===== config.mk =====
export PLATFORM = sky130hd
export DESIGN_NAME = pll_cfg_loader_flat
export DESIGN_NICKNAME = d
export VERILOG_FILES = /design/src/rtl/pll_cfg_pkg.sv /design/src/rtl/pll_cfg_if.sv /design/src/rtl/pll_cfg_sclk_gen.sv /design/src/rtl/pll_cfg_loader.sv /design/src/flat_wrapper.sv
export SDC_FILE = /design/constraint.sdc
export NUM_CORES = 1
export LEC_CHECK = 0
export ABC_AREA = 1
export BUFFER_PORTS_ARGS = -buffer_cell sky130_fd_sc_hd__buf_2
export CAP_MARGIN = 0
export CELL_PAD_IN_SITES_DETAIL_PLACEMENT = 0
export CELL_PAD_IN_SITES_GLOBAL_PLACEMENT = 2
export CORE_MARGIN = 2
export CORE_UTILIZATION = 32
export DETAILED_ROUTE_END_ITERATION = 12
export GPL_TIMING_DRIVEN = 0
export PLACE_DENSITY = 0.81
export SYNTH_ARGS = -nofsm -noshare
export SYNTH_HDL_FRONTEND = slang
export SYNTH_HIERARCHICAL = 1
export SYNTH_SLANG_ARGS = --single-unit

===== constraint.sdc =====
create_clock -name clk -period 2.7 [get_ports clk]
set_clock_uncertainty 0.2 [all_clocks]
set_input_delay 0.27 -clock clk [delete_from_list [all_inputs] [get_ports clk]]
set_output_delay 0.27 -clock clk [all_outputs]
set_load 0.01 [all_outputs]

===== src/rtl/pll_cfg_pkg.sv =====
`default_nettype none
// ============================================================================
// Module   : pll_cfg_pkg
// Purpose  : Shared frame layout, FSM states and frame pack helper for the
//            PLL40 serial configuration loader.
// Revision : 1.0
// ============================================================================
package pll_cfg_pkg;

    localparam int FRAME_W = 34;

    // One counter serves both the reset hold (<=16 bit) and lock timeout (<=24 bit)
    localparam int c_cnt_w = 24;

    // Field layout, MSB first: DIVR at the top of the frame, PLLOUT_SELECT at the bottom
    localparam int c_divr_w     = 4;
    localparam int c_divr_lsb   = 30;
    localparam int c_divf_w     = 7;
    localparam int c_divf_lsb   = 23;
    localparam int c_divq_w     = 3;
    localparam int c_divq_lsb   = 20;
    localparam int c_filt_w     = 3;
    localparam int c_filt_lsb   = 17;
    localparam int c_fbpath_w   = 3;
    localparam int c_fbpath_lsb = 14;
    localparam int c_damfb_lsb  = 13;
    localparam int c_damrel_lsb = 12;
    localparam int c_fdafb_w    = 4;
    localparam int c_fdafb_lsb  = 8;
    localparam int c_fdarel_w   = 4;
    localparam int c_fdarel_lsb = 4;
    localparam int c_srdiv_w    = 2;
    localparam int c_srdiv_lsb  = 2;
    localparam int c_pllout_w   = 2;
    localparam int c_pllout_lsb = 0;

    typedef enum logic [2:0] {
        ST_IDLE      = 3'd0,
        ST_HOLD      = 3'd1,
        ST_SHIFT     = 3'd2,
        ST_SETTLE    = 3'd3,
        ST_WAIT_LOCK = 3'd4,
        ST_FIN       = 3'd5
    } state_t;

    function automatic logic [FRAME_W-1:0] pack_cfg(
        input logic [c_divr_w-1:0]   divr,
        input logic [c_divf_w-1:0]   divf,
        input logic [c_divq_w-1:0]   divq,
        input logic [c_filt_w-1:0]   filter_range,
        input logic [c_fbpath_w-1:0] feedback_path,
        input logic                  dam_feedback,
        input logic                  dam_relative,
        input logic [c_fdafb_w-1:0]  fda_feedback,
        input logic [c_fdarel_w-1:0] fda_relative,
        input logic [c_srdiv_w-1:0]  shiftreg_div_mode,
        input logic [c_pllout_w-1:0] pllout_select
    );
        logic [FRAME_W-1:0] v;
        v = '0;
        v[c_divr_lsb   +: c_divr_w]   = divr;
        v[c_divf_lsb   +: c_divf_w]   = divf;
        v[c_divq_lsb   +: c_divq_w]   = divq;
        v[c_filt_lsb   +: c_filt_w]   = filter_range;
        v[c_fbpath_lsb +: c_fbpath_w] = feedback_path;
        v[c_damfb_lsb]                = dam_feedback;
        v[c_damrel_lsb]               = dam_relative;
        v[c_fdafb_lsb  +: c_fdafb_w]  = fda_feedback;
        v[c_fdarel_lsb +: c_fdarel_w] = fda_relative;
        v[c_srdiv_lsb  +: c_srdiv_w]  = shiftreg_div_mode;
        v[c_pllout_lsb +: c_pllout_w] = pllout_select;
        return v;
    endfunction

endpackage
`default_nettype wire


===== src/rtl/pll_cfg_if.sv =====
`default_nettype none
// ============================================================================
// Module   : pll_cfg_if
// Purpose  : Request/response bus between the system controller and the
//            PLL configuration loader.
// Revision : 1.0
// ============================================================================
interface pll_cfg_if #(
    parameter int FRAME_W = pll_cfg_pkg::FRAME_W
) ();

    logic               start;
    logic [FRAME_W-1:0] cfg_data;
    logic               busy;
    logic               done;
    logic               error;
    logic [FRAME_W-1:0] rd_data;

    modport master (
        output start,
        output cfg_data,
        input  busy,
        input  done,
        input  error,
        input  rd_data
    );

    modport slave (
        input  start,
        input  cfg_data,
        output busy,
        output done,
        output error,
        output rd_data
    );

endinterface
`default_nettype wire


===== src/rtl/pll_cfg_sclk_gen.sv =====
`default_nettype none
// ============================================================================
// Module   : pll_cfg_sclk_gen
// Purpose  : SCLK generator: CLK_DIV clocks low then CLK_DIV clocks high per
//            bit, rise/fall strobes and a strobe on the fall of the last bit.
// Revision : 1.0
// ============================================================================
module pll_cfg_sclk_gen #(
    parameter int CLK_DIV = 4,
    parameter int NBITS   = 34
) (
    input  logic clk,
    input  logic rst,
    input  logic i_en,
    output logic o_sclk,
    output logic o_rise,
    output logic o_fall,
    output logic o_last
);

    localparam int                 c_bit_w     = $clog2(NBITS + 1);
    localparam logic [7:0]         c_half_last = 8'(CLK_DIV - 1);
    localparam logic [c_bit_w-1:0] c_nbits     = c_bit_w'(NBITS);

    logic [7:0]         r_div;
    logic [c_bit_w-1:0] r_bits;
    logic               r_sclk;
    logic               w_half_end;

    assign w_half_end = i_en & (r_div == c_half_last);

    // Strobes fire in the cycle whose closing edge toggles sclk
    assign o_rise = w_half_end & ~r_sclk;
    assign o_fall = w_half_end &  r_sclk;
    assign o_last = o_fall & (r_bits == c_nbits);
    assign o_sclk = r_sclk;

    always_ff @(posedge clk) begin
        if (rst || !i_en) begin
            r_div  <= '0;
            r_sclk <= 1'b0;
            r_bits <= '0;
        end else if (w_half_end) begin
            r_div  <= '0;
            r_sclk <= ~r_sclk;
            if (!r_sclk) begin
                r_bits <= r_bits + c_bit_w'(1);
            end
        end else begin
            r_div <= r_div + 8'd1;
        end
    end

endmodule
`default_nettype wire


===== src/rtl/pll_cfg_loader.sv =====
`default_nettype none
// ============================================================================
// Module   : pll_cfg_loader
// Purpose  : Serial configuration master for the PLL40 SCLK/SDI/SDO port with
//            RESETB hold, readback capture and LOCK wait with timeout.
// Revision : 1.0
// ============================================================================
module pll_cfg_loader
    import pll_cfg_pkg::*;
#(
    parameter int FRAME_W      = pll_cfg_pkg::FRAME_W,
    parameter int CLK_DIV      = 4,
    parameter int RST_CYCLES   = 16,
    parameter int LOCK_TIMEOUT = 100000
) (
    input  logic     clk,
    input  logic     rst,
    pll_cfg_if.slave host,
    output logic     pll_sclk,
    output logic     pll_sdi,
    input  logic     pll_sdo,
    output logic     pll_resetb,
    input  logic     pll_lock,
    output logic     locked
);

    localparam logic [c_cnt_w-1:0] c_rst_last  = c_cnt_w'(RST_CYCLES - 1);
    localparam logic [c_cnt_w-1:0] c_lock_last = c_cnt_w'(LOCK_TIMEOUT - 1);

    state_t             r_state;
    state_t             w_next;
    logic [FRAME_W-1:0] r_shift;
    logic [FRAME_W-1:0] r_rd_data;
    logic [c_cnt_w-1:0] r_cnt;
    logic               r_sdi;
    logic               r_error;
    logic               r_lock_meta;
    logic               r_lock_sync;

    logic               w_busy;
    logic               w_done;
    logic               w_resetb;
    logic               w_gen_en;
    logic               w_cnt_run;
    logic               w_rst_end;
    logic               w_lock_end;
    logic               w_sclk;
    logic               w_rise;
    logic               w_fall;
    logic               w_last;

    assign w_rst_end  = (r_cnt == c_rst_last);
    assign w_lock_end = (r_cnt == c_lock_last);

    pll_cfg_sclk_gen #(
        .CLK_DIV (CLK_DIV),
        .NBITS   (FRAME_W)
    ) u_sclk_gen (
        .clk    (clk),
        .rst    (rst),
        .i_en   (w_gen_en),
        .o_sclk (w_sclk),
        .o_rise (w_rise),
        .o_fall (w_fall),
        .o_last (w_last)
    );

    always_ff @(posedge clk) begin
        if (rst) begin
            r_state <= ST_IDLE;
        end else begin
            r_state <= w_next;
        end
    end

    always_comb begin
        w_next    = r_state;
        w_busy    = 1'b1;
        w_done    = 1'b0;
        w_resetb  = 1'b0;
        w_gen_en  = 1'b0;
        w_cnt_run = 1'b0;
        case (r_state)
            ST_IDLE: begin
                w_busy   = 1'b0;
                w_resetb = 1'b1;
                if (host.start) begin
                    w_next = ST_HOLD;
                end
            end
            ST_HOLD: begin
                w_cnt_run = 1'b1;
                if (w_rst_end) begin
                    w_next = ST_SHIFT;
                end
            end
            ST_SHIFT: begin
                w_gen_en = 1'b1;
                if (w_last) begin
                    w_next = ST_SETTLE;
                end
            end
            ST_SETTLE: begin
                w_cnt_run = 1'b1;
                if (w_rst_end) begin
                    w_next = ST_WAIT_LOCK;
                end
            end
            ST_WAIT_LOCK: begin
                w_resetb  = 1'b1;
                w_cnt_run = 1'b1;
                // Lock takes priority when it coincides with the final timeout count
                if (r_lock_sync || w_lock_end) begin
                    w_next = ST_FIN;
                end
            end
            ST_FIN: begin
                w_busy   = 1'b0;
                w_done   = 1'b1;
                w_resetb = 1'b1;
                w_next   = ST_IDLE;
            end
            default: begin
                w_busy   = 1'b0;
                w_resetb = 1'b1;
                w_next   = ST_IDLE;
            end
        endcase
    end

    always_ff @(posedge clk) begin
        if (rst) begin
            r_shift     <= '0;
            r_rd_data   <= '0;
            r_cnt       <= '0;
            r_sdi       <= 1'b0;
            r_error     <= 1'b0;
            r_lock_meta <= 1'b0;
            r_lock_sync <= 1'b0;
        end else begin
            r_lock_meta <= pll_lock;
            r_lock_sync <= r_lock_meta;

            if (w_next != r_state) begin
                r_cnt <= '0;
            end else if (w_cnt_run) begin
                r_cnt <= r_cnt + c_cnt_w'(1);
            end

            case (r_state)
                ST_IDLE: begin
                    if (host.start) begin
                        r_shift <= host.cfg_data;
                        r_error <= 1'b0;
                    end
                end
                ST_HOLD: begin
                    if (w_rst_end) begin
                        r_sdi <= r_shift[FRAME_W-1];
                    end
                end
                ST_SHIFT: begin
                    // SDO is captured as SCLK rises; SDI only moves on the falling edge
                    if (w_rise) begin
                        r_shift <= {r_shift[FRAME_W-2:0], pll_sdo};
                    end
                    if (w_fall) begin
                        r_sdi <= r_shift[FRAME_W-1];
                    end
                end
                ST_WAIT_LOCK: begin
                    if (w_next == ST_FIN) begin
                        r_error <= ~r_lock_sync;
                    end
                end
                ST_FIN: begin
                    r_rd_data <= r_shift;
                end
                default: begin
                end
            endcase
        end
    end

    assign pll_sclk   = w_sclk;
    assign pll_sdi    = r_sdi & (r_state == ST_SHIFT);
    assign pll_resetb = w_resetb;
    assign locked     = r_lock_sync & w_resetb;

    assign host.busy    = w_busy;
    assign host.done    = w_done;
    assign host.error   = r_error;
    assign host.rd_data = r_rd_data;

endmodule
`default_nettype wire


===== src/flat_wrapper.sv =====
// flat-port wrapper written by rule: the top's interface ports become plain ports
module pll_cfg_loader_flat import pll_cfg_pkg::*;
#(
    parameter int FRAME_W      = pll_cfg_pkg::FRAME_W,
    parameter int CLK_DIV      = 4,
    parameter int RST_CYCLES   = 16,
    parameter int LOCK_TIMEOUT = 100000
)
  (clk, rst, pll_sclk, pll_sdi, pll_sdo, pll_resetb, pll_lock, locked, host_start, host_cfg_data, host_busy, host_done, host_error, host_rd_data);
  pll_cfg_if #(.FRAME_W(FRAME_W)) host_i ();
  input  logic clk;
  input  logic rst;
  output logic pll_sclk;
  output logic pll_sdi;
  input  logic pll_sdo;
  output logic pll_resetb;
  input  logic pll_lock;
  output logic locked;
  input wire logic [$bits(host_i.start)-1:0] host_start;
  input wire logic [$bits(host_i.cfg_data)-1:0] host_cfg_data;
  output wire logic [$bits(host_i.busy)-1:0] host_busy;
  output wire logic [$bits(host_i.done)-1:0] host_done;
  output wire logic [$bits(host_i.error)-1:0] host_error;
  output wire logic [$bits(host_i.rd_data)-1:0] host_rd_data;
  assign host_i.start = host_start;
  assign host_i.cfg_data = host_cfg_data;
  assign host_busy = host_i.busy;
  assign host_done = host_i.done;
  assign host_error = host_i.error;
  assign host_rd_data = host_i.rd_data;
  pll_cfg_loader #(.FRAME_W(FRAME_W), .CLK_DIV(CLK_DIV), .RST_CYCLES(RST_CYCLES), .LOCK_TIMEOUT(LOCK_TIMEOUT)) u_core (.clk(clk), .rst(rst), .host(host_i), .pll_sclk(pll_sclk), .pll_sdi(pll_sdi), .pll_sdo(pll_sdo), .pll_resetb(pll_resetb), .pll_lock(pll_lock), .locked(locked));
endmodule

==> results.tsv <==
metric	value	unit
status	finished, final reports clean	
largest family of logic cells by synthesized area	simple AND/OR/NAND/NOR gates	
reg-to-reg endpoint	u_core/r_shift[19]	
YS warnings	6	
CTS root buffer	clkbuf_16	
Seq/Total Area, Yosys	43.5	%
complex-gate fraction of the synthesized area	13.3	%
dpl cells	1026	
max_slew headroom	67.8	%
Worst VDD drop	0.000401	V
hold slack	0.141	ns
drt drc	0	
worst r2r src	u_core/r_state[2]	
first-pass GRT wire length	23.6	mm
row cnt	46	
LEAKAGE	2.97	nW
vias in the first global route	4986	
Place WS	-0.355	ns
CP Data Required Time	2.79	ns
syn avg cell area	7.17	um^2
Ports	80	
post-route minimum period	2.49	ns
CP endpoint	u_core/r_shift[19]	
Area Overhead vs Synth	31.5	%
layout cell share with drive strength beyond 1	20.1	%
largest net degree at the start of global routing	21	
setup_tns	0	ns
CTS H-Tree Depth	4	
#FFs+latches synth	114	
I/O Buffers	79	
cell area after layout	6900	um^2
drt pass-1 iters	4	
Critical path origin	u_core/r_state[2]	
RSZ-0062 raised after global routing	false	
Via-to-Cell Ratio	4.59	
post-synthesis cell area	5240	um^2
Starting Density	32.9	%
Max Clock Freq	401	MHz
Synth Area in Simple Gates	32.6	%
ant diodes	0	
setup repair bufs after CTS	0	
Final Non-Filler Cells	1093	
max cap viols	0	
worst-skew pair later-pin latency	0.41	ns
Slew Limit Fails	0	
crit path kind	reg -> reg	
worst hold stages	5	
core area	15900	um^2
final period utilization	92.3	%
post-synthesis mux area share	0	%
final hold violations	0	
DRT iter0 DRCs	227	
final setup violation count	0	
Worst Setup Start Kind	register	
TritonCTS clock tree	built	
maximum buffer depth of the clock tree	2	
Worst-Margin Slew	0.483	ns
Filler Cells Inserted	1692	
All-Layer GR Usage	16.6	%
initial antenna violation count	0	
nets@finish	909	
Worst-path clk slew	0.05	ns
via count	5022	
drt total wl	13.9	mm
Synth area leader	dfxtp_1	
wire per inst	12.7	um
total power	4.22	mW
grt ovf	0	
post-synth cell types	31	
PwrDens	613	nW/um^2
Critical Path AT	2.58	ns
CTS buffer count	17	
crit end category	register	
Mapped Cells	731	
Synth Area in Adders	0.955	%
Chip Height	132	um
Final GP Congestion	0.787	
synth top area cells	dfxtp_1 44%, nand2_1 12%, nor2_1 9.5%	
Worst R2R Path Depth	13	
Synth Area in XOR/XNOR	3.01	%
worst hold path type	in -> reg	
Post-DP HPWL	10.3	mm
top cell type's share of synthesized area	43.5	%
die span in x	132	um
Syn Nets	774	
fin util	43.3	%
Routed Antenna Nets	0	
clk sinks	114	
Final WS setup	0.207	ns
crit-path max FO	20	
die footprint	17400	um^2
Worst R2R Setup Slack	0.21	ns
Post-DP Area	5910	um^2
## sequential cells by signal, indices dropped and copies added, names as in the netlist
name and count:
u_core/r_lock_meta 1, u_core/r_shift 34, u_core/host.error 1, u_core/r_state 3
u_core/u_sclk_gen/r_bits 6, u_core/r_lock_sync 1, u_core/r_cnt 24, u_core/r_sdi 1
u_core/u_sclk_gen/o_sclk 1, u_core/host.rd_data 34, u_core/u_sclk_gen/r_div 8
## final cells by class
class                           count  area [um^2]  share of cell area (%)
Buffer                             30          158                    2.29
Clock buffer                       25          505                    7.33
Clock inverter                      5         75.1                    1.09
Inverter                           54          208                    3.01
Multi-Input combinational cell    532         2620                    38.0
Sequential cell                   114         2280                    33.1
Tap cell                          216          270                    3.92
Timing Repair Buffer              117          776                    11.3
## critical path, stage by stage, from the launching register on
cell and delay (ns):
dfxtp_2 0.36, inv_4 0.11, nand3_4 0.14, inv_2 0.12
buf_8 0.18, nand2_1 0.11, nor2_4 0.15, nand2_4 0.11
nor2_8 0.14, nand2_1 0.08, nand2_2 0.13, buf_4 0.19
buf_2 0.23, a31oi_1 0.10
## synthesized netlist by cell type (all sizes together)
cell,count
or2,2
nor4,1
clkbuf,17
nand2,173
nor2,159
o21ai,70
xor2,11
nand4,7
nand3b,1
xnor2,7
inv,54
nand3,25
a21oi,25
a31oi,34
dfxtp,114
a211o,1
nor3b,1
nor3,11
ha,4
buf,14
## cells by family after synthesis
kind of cell | count (synthesis)
and+or+nand+nor | 380
adders and majority gates | 4
DFF | 114
buffers and inverters | 85
xor gates and xnor gates | 18
AOI/OAI and AO/OA | 130
## worst min path at each step
stage	start	endpoint	slack [ns]
2_1_floorplan	rst	u_core/r_lock_meta	0.14
3_3_place_gp	u_core/r_lock_meta	u_core/r_lock_sync	0.20
3_5_place_dp	u_core/r_lock_meta	u_core/r_lock_sync	0.20
4_1_cts	host_start	u_core/host.error	0.12
5_1_grt	host_start	u_core/host.error	0.16
6_report	host_start	u_core/host.error	0.14
## timing repair
item                       in CTS  in global routing
gates cloned                    0                  0
resized for setup               4                  9
hold buffers                   38                  0
hold endpoints to repair       37                  0
setup endpoints to repair      58                 51
## power by group
| part | internal [mW] | switching (mW) | leakage, nW |
|---|---|---|---|
| Combinational | 0.117 | 0.137 | 1.75 |
| Clock | 1.46 | 0.735 | 0.289 |
| Sequential | 1.73 | 0.0372 | 0.928 |
## per-layer routing
metal | vias to the layer above | routed length, um | global-route usage [%]
met1 | 2274 | 6650 | 20.7
met3 | 12 | 575 | 4.27
met4 | 0 | 163 | 6.16
met2 | 95 | 6490 | 27.5
li1 | 2641 | - | -
met5 | - | 0 | 0
## cells in the final DEF, fill, tap and decap left out, drive strengths merged, types with 2 or more instances in the layout
| master | Yosys | final |
|---|---|---|
| xor2 | 11 | 11 |
| xnor2 | 7 | 7 |
| nand2 | 173 | 173 |
| dlygate4sd3 | 0 | 38 |
| o21ai | 70 | 70 |
| clkinv | 0 | 3 |
| inv | 54 | 54 |
| nand4 | 7 | 7 |
| ha | 4 | 4 |
| a21oi | 25 | 25 |
| or2 | 2 | 2 |
| buf | 14 | 91 |
| bufinv | 0 | 2 |
| nor3 | 11 | 11 |
| nor2 | 159 | 159 |
| clkbuf | 17 | 43 |
| dfxtp | 114 | 114 |
| a31oi | 34 | 34 |
| nand3 | 25 | 25 |
Note: power is estimated with default switching activity, not from simulation.
